**src/rtl/ts_multi_gen.sv**
```systemverilog
// ts_multi_gen: multi-channel MPEG-TS pattern generator, round-robin PIDs with per-channel continuity counters.
// Define TS_NULL_INSERT_EN to insert a null packet (PID 0x1FFF) after every N_CH-th data packet.
module ts_multi_gen #(
  parameter int unsigned N_CH     = 4,
  parameter logic [12:0] BASE_PID = 13'h1000,
  parameter int unsigned PKT_LEN  = 188,
  parameter int unsigned GAP      = 4,
  parameter int unsigned CLK_DIV  = 2
) (
  input  logic       CLK,
  input  logic       RST,
  input  logic       EN,
  output logic [7:0] DATA,
  output logic       D_CLK,
  output logic       D_VALID,
  output logic       P_SYNC,
  output logic [3:0] CH_OUT
);

  localparam int unsigned    DIV_W     = $clog2(CLK_DIV);
  localparam logic [DIV_W-1:0] DIV_LAST = DIV_W'(CLK_DIV - 1);
  localparam logic [DIV_W-1:0] DIV_HALF = DIV_W'(CLK_DIV / 2);
  localparam logic [7:0]     LAST_BYTE = 8'(PKT_LEN - 1);
  localparam logic [7:0]     LAST_GAP  = 8'((GAP == 0) ? 0 : GAP - 1);
  localparam logic [3:0]     LAST_CH   = 4'(N_CH - 1);
  localparam bit             GAP_EN    = (GAP != 0);
  localparam logic [12:0]    NULL_PID  = 13'h1FFF;
`ifdef TS_NULL_INSERT_EN
  localparam bit             NULL_EN   = 1'b1;
`else
  localparam bit             NULL_EN   = 1'b0;
`endif

  typedef enum logic [2:0] {
    S_IDLE,
    S_HEADER,
    S_PAYLOAD,
    S_PARITY,
    S_GAP
  } state_t;

  state_t           state, state_nxt;
  logic [DIV_W-1:0] div_cnt, div_nxt;
  logic             slot_tick;
  logic [7:0]       byte_cnt, byte_nxt;
  logic [7:0]       gap_cnt, gap_nxt;
  logic [3:0]       ch_ptr, ptr_nxt, ch_nxt;
  logic [3:0]       cc     [16];
  logic [3:0]       cc_nxt [16];
  logic             null_due, null_due_nxt;
  logic             null_cur, null_cur_nxt;
  logic             pkt_end, start;
  logic [12:0]      pid;
  logic [3:0]       cc_sel;
  logic [7:0]       data_nxt;
  logic             valid_nxt, sync_nxt;

  assign slot_tick = (div_cnt == DIV_LAST);
  assign div_nxt   = slot_tick ? '0 : div_cnt + DIV_W'(1);

  // Slot sequencing: decides what the upcoming byte slot carries.
  always_comb begin
    state_nxt    = state;
    byte_nxt     = byte_cnt;
    gap_nxt      = gap_cnt;
    ptr_nxt      = ch_ptr;
    cc_nxt       = cc;
    ch_nxt       = CH_OUT;
    null_due_nxt = null_due;
    null_cur_nxt = null_cur;
    pkt_end      = 1'b0;
    start        = 1'b0;

    case (state)
      S_IDLE: start = EN;
      S_HEADER, S_PAYLOAD, S_PARITY: begin
        if (byte_cnt == LAST_BYTE) begin
          pkt_end = 1'b1;
          if (GAP_EN) begin
            state_nxt = S_GAP;
            gap_nxt   = '0;
          end else begin
            state_nxt = S_IDLE;
            start     = EN;
          end
        end else begin
          byte_nxt = byte_cnt + 8'd1;
          if (byte_nxt >= 8'd188)
            state_nxt = S_PARITY;
          else if (byte_nxt >= 8'd4)
            state_nxt = S_PAYLOAD;
          else
            state_nxt = S_HEADER;
        end
      end
      S_GAP: begin
        if (gap_cnt == LAST_GAP) begin
          state_nxt = S_IDLE;
          start     = EN;
        end else begin
          gap_nxt = gap_cnt + 8'd1;
        end
      end
      default: state_nxt = S_IDLE;
    endcase

    // Null packets leave the pointer and every CC untouched.
    if (pkt_end && !null_cur) begin
      cc_nxt[ch_ptr] = cc[ch_ptr] + 4'd1;
      if (ch_ptr == LAST_CH) begin
        ptr_nxt      = '0;
        null_due_nxt = NULL_EN;
      end else begin
        ptr_nxt = ch_ptr + 4'd1;
      end
    end

    if (start) begin
      state_nxt    = S_HEADER;
      byte_nxt     = '0;
      null_cur_nxt = null_due_nxt;
      null_due_nxt = 1'b0;
      ch_nxt       = null_cur_nxt ? LAST_CH : ptr_nxt;
    end
  end

  // Byte content of the upcoming slot.
  always_comb begin
    pid       = null_cur_nxt ? NULL_PID : BASE_PID + 13'(ch_nxt);
    cc_sel    = null_cur_nxt ? 4'd0 : cc_nxt[ch_nxt];
    data_nxt  = 8'h00;
    valid_nxt = 1'b0;
    sync_nxt  = 1'b0;
    case (state_nxt)
      S_HEADER: begin
        valid_nxt = 1'b1;
        case (byte_nxt)
          8'd0: begin
            data_nxt = 8'h47;
            sync_nxt = 1'b1;
          end
          8'd1:    data_nxt = {3'b010, pid[12:8]};
          8'd2:    data_nxt = pid[7:0];
          default: data_nxt = {4'b0001, cc_sel};
        endcase
      end
      S_PAYLOAD: begin
        valid_nxt = 1'b1;
        data_nxt  = null_cur_nxt ? 8'hFF : byte_nxt - 8'd4;
      end
      S_PARITY: data_nxt = 8'hFF;
      default:  data_nxt = 8'h00;
    endcase
  end

  // Divider runs every cycle; everything else moves only at a slot start.
  always_ff @(posedge CLK) begin
    if (RST) begin
      div_cnt  <= '0;
      state    <= S_IDLE;
      byte_cnt <= '0;
      gap_cnt  <= '0;
      ch_ptr   <= '0;
      null_due <= 1'b0;
      null_cur <= 1'b0;
      for (int i = 0; i < 16; i++) cc[i] <= '0;
      DATA     <= '0;
      D_CLK    <= 1'b0;
      D_VALID  <= 1'b0;
      P_SYNC   <= 1'b0;
      CH_OUT   <= '0;
    end else begin
      div_cnt <= div_nxt;
      D_CLK   <= (div_nxt >= DIV_HALF);
      if (slot_tick) begin
        state    <= state_nxt;
        byte_cnt <= byte_nxt;
        gap_cnt  <= gap_nxt;
        ch_ptr   <= ptr_nxt;
        cc       <= cc_nxt;
        null_due <= null_due_nxt;
        null_cur <= null_cur_nxt;
        DATA     <= data_nxt;
        D_VALID  <= valid_nxt;
        P_SYNC   <= sync_nxt;
        CH_OUT   <= ch_nxt;
      end
    end
  end

endmodule

```
**config.mk**
```make
export PLATFORM = sky130hd
export DESIGN_NAME = ts_multi_gen
export DESIGN_NICKNAME = d
export VERILOG_FILES = /design/src/rtl/ts_multi_gen.sv
export SDC_FILE = /design/constraint.sdc
export NUM_CORES = 1
export LEC_CHECK = 0
export BUFFER_PORTS_ARGS = -buffer_cell sky130_fd_sc_hd__buf_2
export CAP_MARGIN = 20
export CORE_MARGIN = 4
export CORE_UTILIZATION = 45
export CTS_CLUSTER_SIZE = 28
export DETAILED_ROUTE_END_ITERATION = 8
export PLACE_DENSITY_LB_ADDON = 0.2
export SYNTH_ARGS = -nofsm -noshare
export SYNTH_HDL_FRONTEND = slang
export SYNTH_SLANG_ARGS = --single-unit
```
**constraint.sdc**
```tcl
create_clock -name CLK -period 5.29 [get_ports CLK]
set_input_delay 1.058 -clock CLK [delete_from_list [all_inputs] [get_ports CLK]]
set_output_delay 1.058 -clock CLK [all_outputs]
set_load 0.03 [all_outputs]
```
==> results.yml, run 1 <==
status:
  status: "finished clean"
clock_tree:
  ctsLongestPathBuffers: 2
  htreeDepth: 3
  cts.sinks: 104
  clkSlewWorstSetupHoldPaths_ns: 0.08
  cts-buffers-inserted: 9
  cts-resized-gates: 0
  post_cts_buffers: 0
  clk_latency_ns: 0.36
  clock-root-buffer: "clkbuf_16"
  cts_tree: "built"
  cts_hold_buf: 0
synth:
  synth_edf_count: 0
  synthXorXnorAreaFrac_pct: 2.39
  synth_top_area_share_pct: 30.1
  yosys-top-cells-area: "dfxtp_1, nor2_1, a21oi_1"
  synthArstFlopShare_pct: 0
  synth-simple-area-share_pct: 28.2
  yosysWarnings: 0
  synth-compound-area-share_pct: 21.7
  seq_area_frac_synth_pct: 30.1
  synthesis.area_sq_um: 6910
  synth_fa_ha_area_share_pct: 1.81
  synth_mux_area_share_pct: 10.7
  syn_avg_cell_area_sq_um: 7.76
  synth_top_area_cell: "dfxtp_1"
  syn-num-nets: 904
  synth_cell_types: 80
  post_synth_inst_count: 891
  ys.flop_type: "dfxtp_1"
  synth_top_family_by_area: "simple AND/OR/NAND/NOR gates"
  synth-seq-cells: 104
pwr:
  powerDensity_nw_per_um2: 246
  power_leakage_uw: 0.00267
  ir_worst_vdd_mv: 0.160
critical_path:
  critPathSlowestCell: "dfxtp_1"
  critical_path_required_ns: 5.52
  crit_family: "compound AO/OA/AOI/OAI gates"
  crit_buf_inv: 2
  critPathArrivalTime_ns: 4.52
  start_kind: "flip-flop"
  path_max_fanout: 17
  critPathKind: "flip-flop to flip-flop"
  worstSetupEndpointType: "flip-flop"
  slowest_delay_ns: 0.79
  path_cells: "buf_4 > mux4_2 > a22oi_1 > nand2_1 > ha_1 > xnor2_2 > buf_4 > a21oi_1 > o21ai_0 > nand3_1 > a21oi_1 > or4_1 > a211oi_2"
final_layout:
  fillers: 1520
  drive_gt1_share_pct: 11.8
  area_growth_pct: 8.00
  finalNonFillerCells: 1069
  final_net_count: 889
  final_cell_mix: "nor2_1, dfxtp_1, a21oi_1, nand2_1, nand3_1"
  final_common_cell: "nor2_1"
  antennaDiodeCount: 0
place:
  dpl_worst_slack_ns: 1.11
  dpl.cell_count: 1053
  portBuffers: 17
  dp_hpwl_mm: 15.1
  place.gp.congestion: 0.969
flow_run:
  max_cap_viol_count: 0
sta:
  max_slew_margin_pct: 28.2
  setup_ws_ns: 0.998
  rsz0062_at_grt: "false"
  fin_crit_sh_pct: 81.1
  setup_tns_ns: 0
  slew_viol_final: 0
  worst_slew_pin_slew_ns: 1.08
  fmaxAchievable_ghz: 0.233
  finalWorstPathRequiredPeriod_ns: 4.29
  finalSetupViolations: 0
  finalHoldViolations: 0
  fin_skew_ns: 0.0147
route:
  dr.pass1.iters: 5
  wl_per_cell_microns: 20.1
  dr_wl_met3_mm: 1.81
  top_layer: "met4"
  met2_length_mm: 9.17
  via_per_inst: 6.32
  drcViolationCount: 0
  vias: 6757
  wl_met1_mm: 9.90
  final_antenna_net_count: 0
  dr.first_iter.drc_count: 938
  drt-total-wl_mm: 21.5
floorplan:
  die_area_sq_um: 17400
  rows: 45
  io_pins: 18
  die_y_microns: 132
  core_sq_um: 15100
  start_util_pct: 45.6
  die-width_microns: 132
global_route:
  grt_pass1_vias: 6096
  grt_overflow_total: 0
  track_usage_pct: 24.4
  grt_pass1_wl_mm: 34.5
  grt_max_degree: 62
  grt_antenna_before_repair: 0
worst_hold_path:
  hp-class: "flip-flop to flip-flop"
[synthesized netlist by cell type (all sizes together) (13+ instances only)]
master	n
dfxtp	104
and3	13
a21oi	83
nand2	78
buf	29
a211oi	28
nor3	22
mux2i	33
clkbuf	40
nor2	159
nand4	14
o21ai	33
mux4	16
nand3	60
[metrics by stage]
stage / hold WS, ns / util, % / total power, uW / instance area (sq um)
finish: 0.459 / 49.3 / 1840 / 7460
global route: 0.475 / 49.3 / 1910 / 7460
CTS: 0.462 / 49.3 / 1850 / 7460
detailed placement: 0.450 / 47.1 / 1110 / 7130
global placement: 0.446 / 47.1 / 1110 / 7130
floorplan: 0.437 / - / 1030 / 6910
[layout make-up]
class | count | area (sq um) | area share, %
flip-flops and latches | 104 | 2080 | 27.9
well taps | 188 | 235 | 3.15
clock inverters | 7 | 104 | 1.39
inverters | 9 | 33.8 | 0.453
repair buffers | 43 | 283 | 3.79
clock buffers | 9 | 225 | 3.02
multi-input cells | 709 | 4500 | 60.3
[worst paths after layout]
| kind | end | cells past startpoint | start | slack (ns) |
|---|---|---|---|---|
| max reg2reg | DATA[2] | 13 | ch_ptr[1] | 1.0 |
| min | P_SYNC | 2 | P_SYNC | 0.46 |
| max | DATA[2] | 13 | ch_ptr[1] | 1.0 |
| min reg2reg | P_SYNC | 2 | P_SYNC | 0.46 |
[state kept, by name, indices dropped and copies added (netlist names), 3 cells and up]
signal	cells
ch_ptr	4
DATA	8
gap_cnt	8
cc	64
state	3
byte_cnt	8
CH_OUT	4
[report_power, final]
group | switching [uW] | internal, uW | total (uW)
Sequential | 19.8 | 795 | 815
Clock | 321 | 421 | 742
Combinational | 189 | 93.4 | 282
[kinds of logic (layout without fill, tap and decap cells)]
family,after synthesis,in the layout
and+or+nand+nor,407,407
DFF,104,104
muxes,53,53
adders and majority gates,10,10
AOI/OAI and AO/OA,221,221
buffers and inverters,78,68
xor gates and xnor gates,18,18
[per-layer routing]
metal,track usage (%),vias to the layer above
met4,8.34,0
li1,-,3219
met5,0,-
met1,35.3,3151
met3,5.46,51
met2,35.7,336
[tightest hold or removal path: stages (launching register included)]
cell and delay [ns]:
dfxtp_1 0.31, nand2_1 0.06, a21oi_1 0.05
(Power assumes the default switching activity.)
==> inputs of run 2 (changes only) <==
==> constraint.sdc (replaced) <==
create_clock -name CLK -period 3.8 [get_ports CLK]
set_input_delay 0.76 -clock CLK [delete_from_list [all_inputs] [get_ports CLK]]
set_output_delay 0.76 -clock CLK [all_outputs]
set_load 0.03 [all_outputs]
==> results.yml, run 2 (same netlist as run 1, synthesis figures left out) <==
critical_path:
  start_kind: "flip-flop"
  critPathArrivalTime_ns: 3.94
  critical_path_required_ns: 4.08
  path_max_fanout: 24
  critPathKind: "flip-flop to flip-flop"
  worstSetupEndpointType: "flip-flop"
pwr:
  power_leakage_uw: 0.00284
  clockPowerShare_pct: 37.6
  ir_worst_vdd_mv: 0.208
  p_int_uw: 1770
  power_frac_seq_pct: 45.1
  comb_power_share_pct: 17.3
  power.switching_uw: 727
  switching_share_pct: 29.1
  powerDensity_nw_per_um2: 322
status:
  status: "finished clean"
floorplan:
  start_util_pct: 45.6
  die_y_microns: 132
  die-width_microns: 132
  io_pins: 18
  rows: 45
  die_area_sq_um: 17400
  core_sq_um: 15100
route:
  final_antenna_net_count: 0
  dr.first_iter.drc_count: 884
  dr.pass1.iters: 5
  drt-total-wl_mm: 22.3
  vias: 6964
  drcViolationCount: 0
  via_per_inst: 6.32
  wl_per_cell_microns: 20.2
final_layout:
  final_common_cell: "nor2_1"
  area_growth_pct: 12.3
  antennaDiodeCount: 0
  regMostFlops: "cc"
  final_cell_mix: "nor2_1, dfxtp_1, a21oi_1, nand2_1, nand3_1"
  largest_reg_flops: 64
  drive_gt1_share_pct: 15.3
  utilization_pct: 51.3
  postLayoutCellArea_sq_um: 7760
  finalNonFillerCells: 1102
  final_net_count: 922
place:
  dp_hpwl_mm: 16.0
  placed_area_sq_um: 7430
  portBuffers: 17
  dpl_worst_slack_ns: 0.123
  place.gp.congestion: 0.996
  dpl.cell_count: 1086
global_route:
  grt_max_degree: 66
  grt_antenna_before_repair: 0
  grt_overflow_total: 0
  grt_pass1_wl_mm: 35.5
  track_usage_pct: 25.4
  grt_pass1_vias: 6248
clock_tree:
  htreeDepth: 3
  post_cts_buffers: 0
  cts_tree: "built"
  cts.sinks: 104
  clk_latency_ns: 0.36
  cts-resized-gates: 0
  clkSlewWorstSetupHoldPaths_ns: 0.07
  cts_hold_buf: 0
  clock-root-buffer: "clkbuf_16"
  ctsLongestPathBuffers: 2
  cts-buffers-inserted: 9
sta:
  setup_tns_ns: 0
  slew_viol_final: 0
  fin_skew_ns: 0.00860
  setup_ws_ns: 0.141
  fin_crit_sh_pct: 96.3
  fmaxAchievable_ghz: 0.273
  finalSetupViolations: 0
  finalHoldViolations: 0
  max_slew_margin_pct: 50.0
  rsz0062_at_grt: "true"
  finalWorstPathRequiredPeriod_ns: 3.66
  worst_slew_pin_slew_ns: 0.750
flow_run:
  max_cap_viol_count: 0
worst_hold_path:
  hp-class: "flip-flop to flip-flop"
-- run 2: cell count changes in the layout (fill, tap and decap cells not counted), sizes merged --
cell	change
buf	+33
bufinv	-1
clkbuf	+1
clkinv	-1
clkinvlp	+2
inv	-1
-- run 2: power groups by stage --
| stage | clock (uW) | combinational (uW) | sequential, uW |
|---|---|---|---|
| floorplan | 0 | 268 | 1170 |
| global placement | 0 | 415 | 1150 |
| detailed placement | 0 | 419 | 1150 |
| CTS | 966 | 420 | 1130 |
| global route | 1020 | 473 | 1130 |
| finish | 940 | 433 | 1130 |
-- run 2: final cells by class --
type,count,area (sq um)
clock inverter,6,68.8
inverter,9,33.8
multi-input combinational,709,4540
sequential,104,2080
clock buffer,10,229
timing repair buffer,76,576
tap,188,235
fill,1492,7380
-- run 2: path summary, 6_finish.rpt --
kind / start / endpoint / slack (ns) / depth (start not counted)
worst min-delay path: P_SYNC / P_SYNC / 0.46 / 2
worst max-delay path: ch_ptr[0] / DATA[2] / 0.14 / 13
worst min register to register: P_SYNC / P_SYNC / 0.46 / 2
worst max register to register: ch_ptr[0] / DATA[2] / 0.14 / 13
-- run 2: critical path: stages (launching register included) --
cell	delay, ns
dfxtp_1	0.36
buf_12	0.21
mux4_2	0.52
a22oi_1	0.24
nand2_1	0.19
ha_1	0.26
xnor2_2	0.25
buf_12	0.21
a211oi_2	0.22
a21oi_1	0.08
a21oi_1	0.23
nor2_1	0.06
or4_1	0.49
a211oi_2	0.23
-- run 2: metal layers --
| metal | global-route usage [%] | routed length, microns | part of all wire, % |
|---|---|---|---|
| met4 | 9.51 | 687 | 3.1 |
| met2 | 37.8 | 9690 | 43 |
| met3 | 4.20 | 1710 | 7.7 |
| met1 | 36.8 | 10200 | 46 |
| met5 | 0 | 0 | 0 |
-- run 2: through the flow --
step                      total power, uW  hold slack, ns
after floorplan                      1440           0.437
after global placement               1570           0.449
after detailed placement             1570           0.451
after CTS                            2510           0.460
after global routing                 2620           0.484
final                                2500           0.458
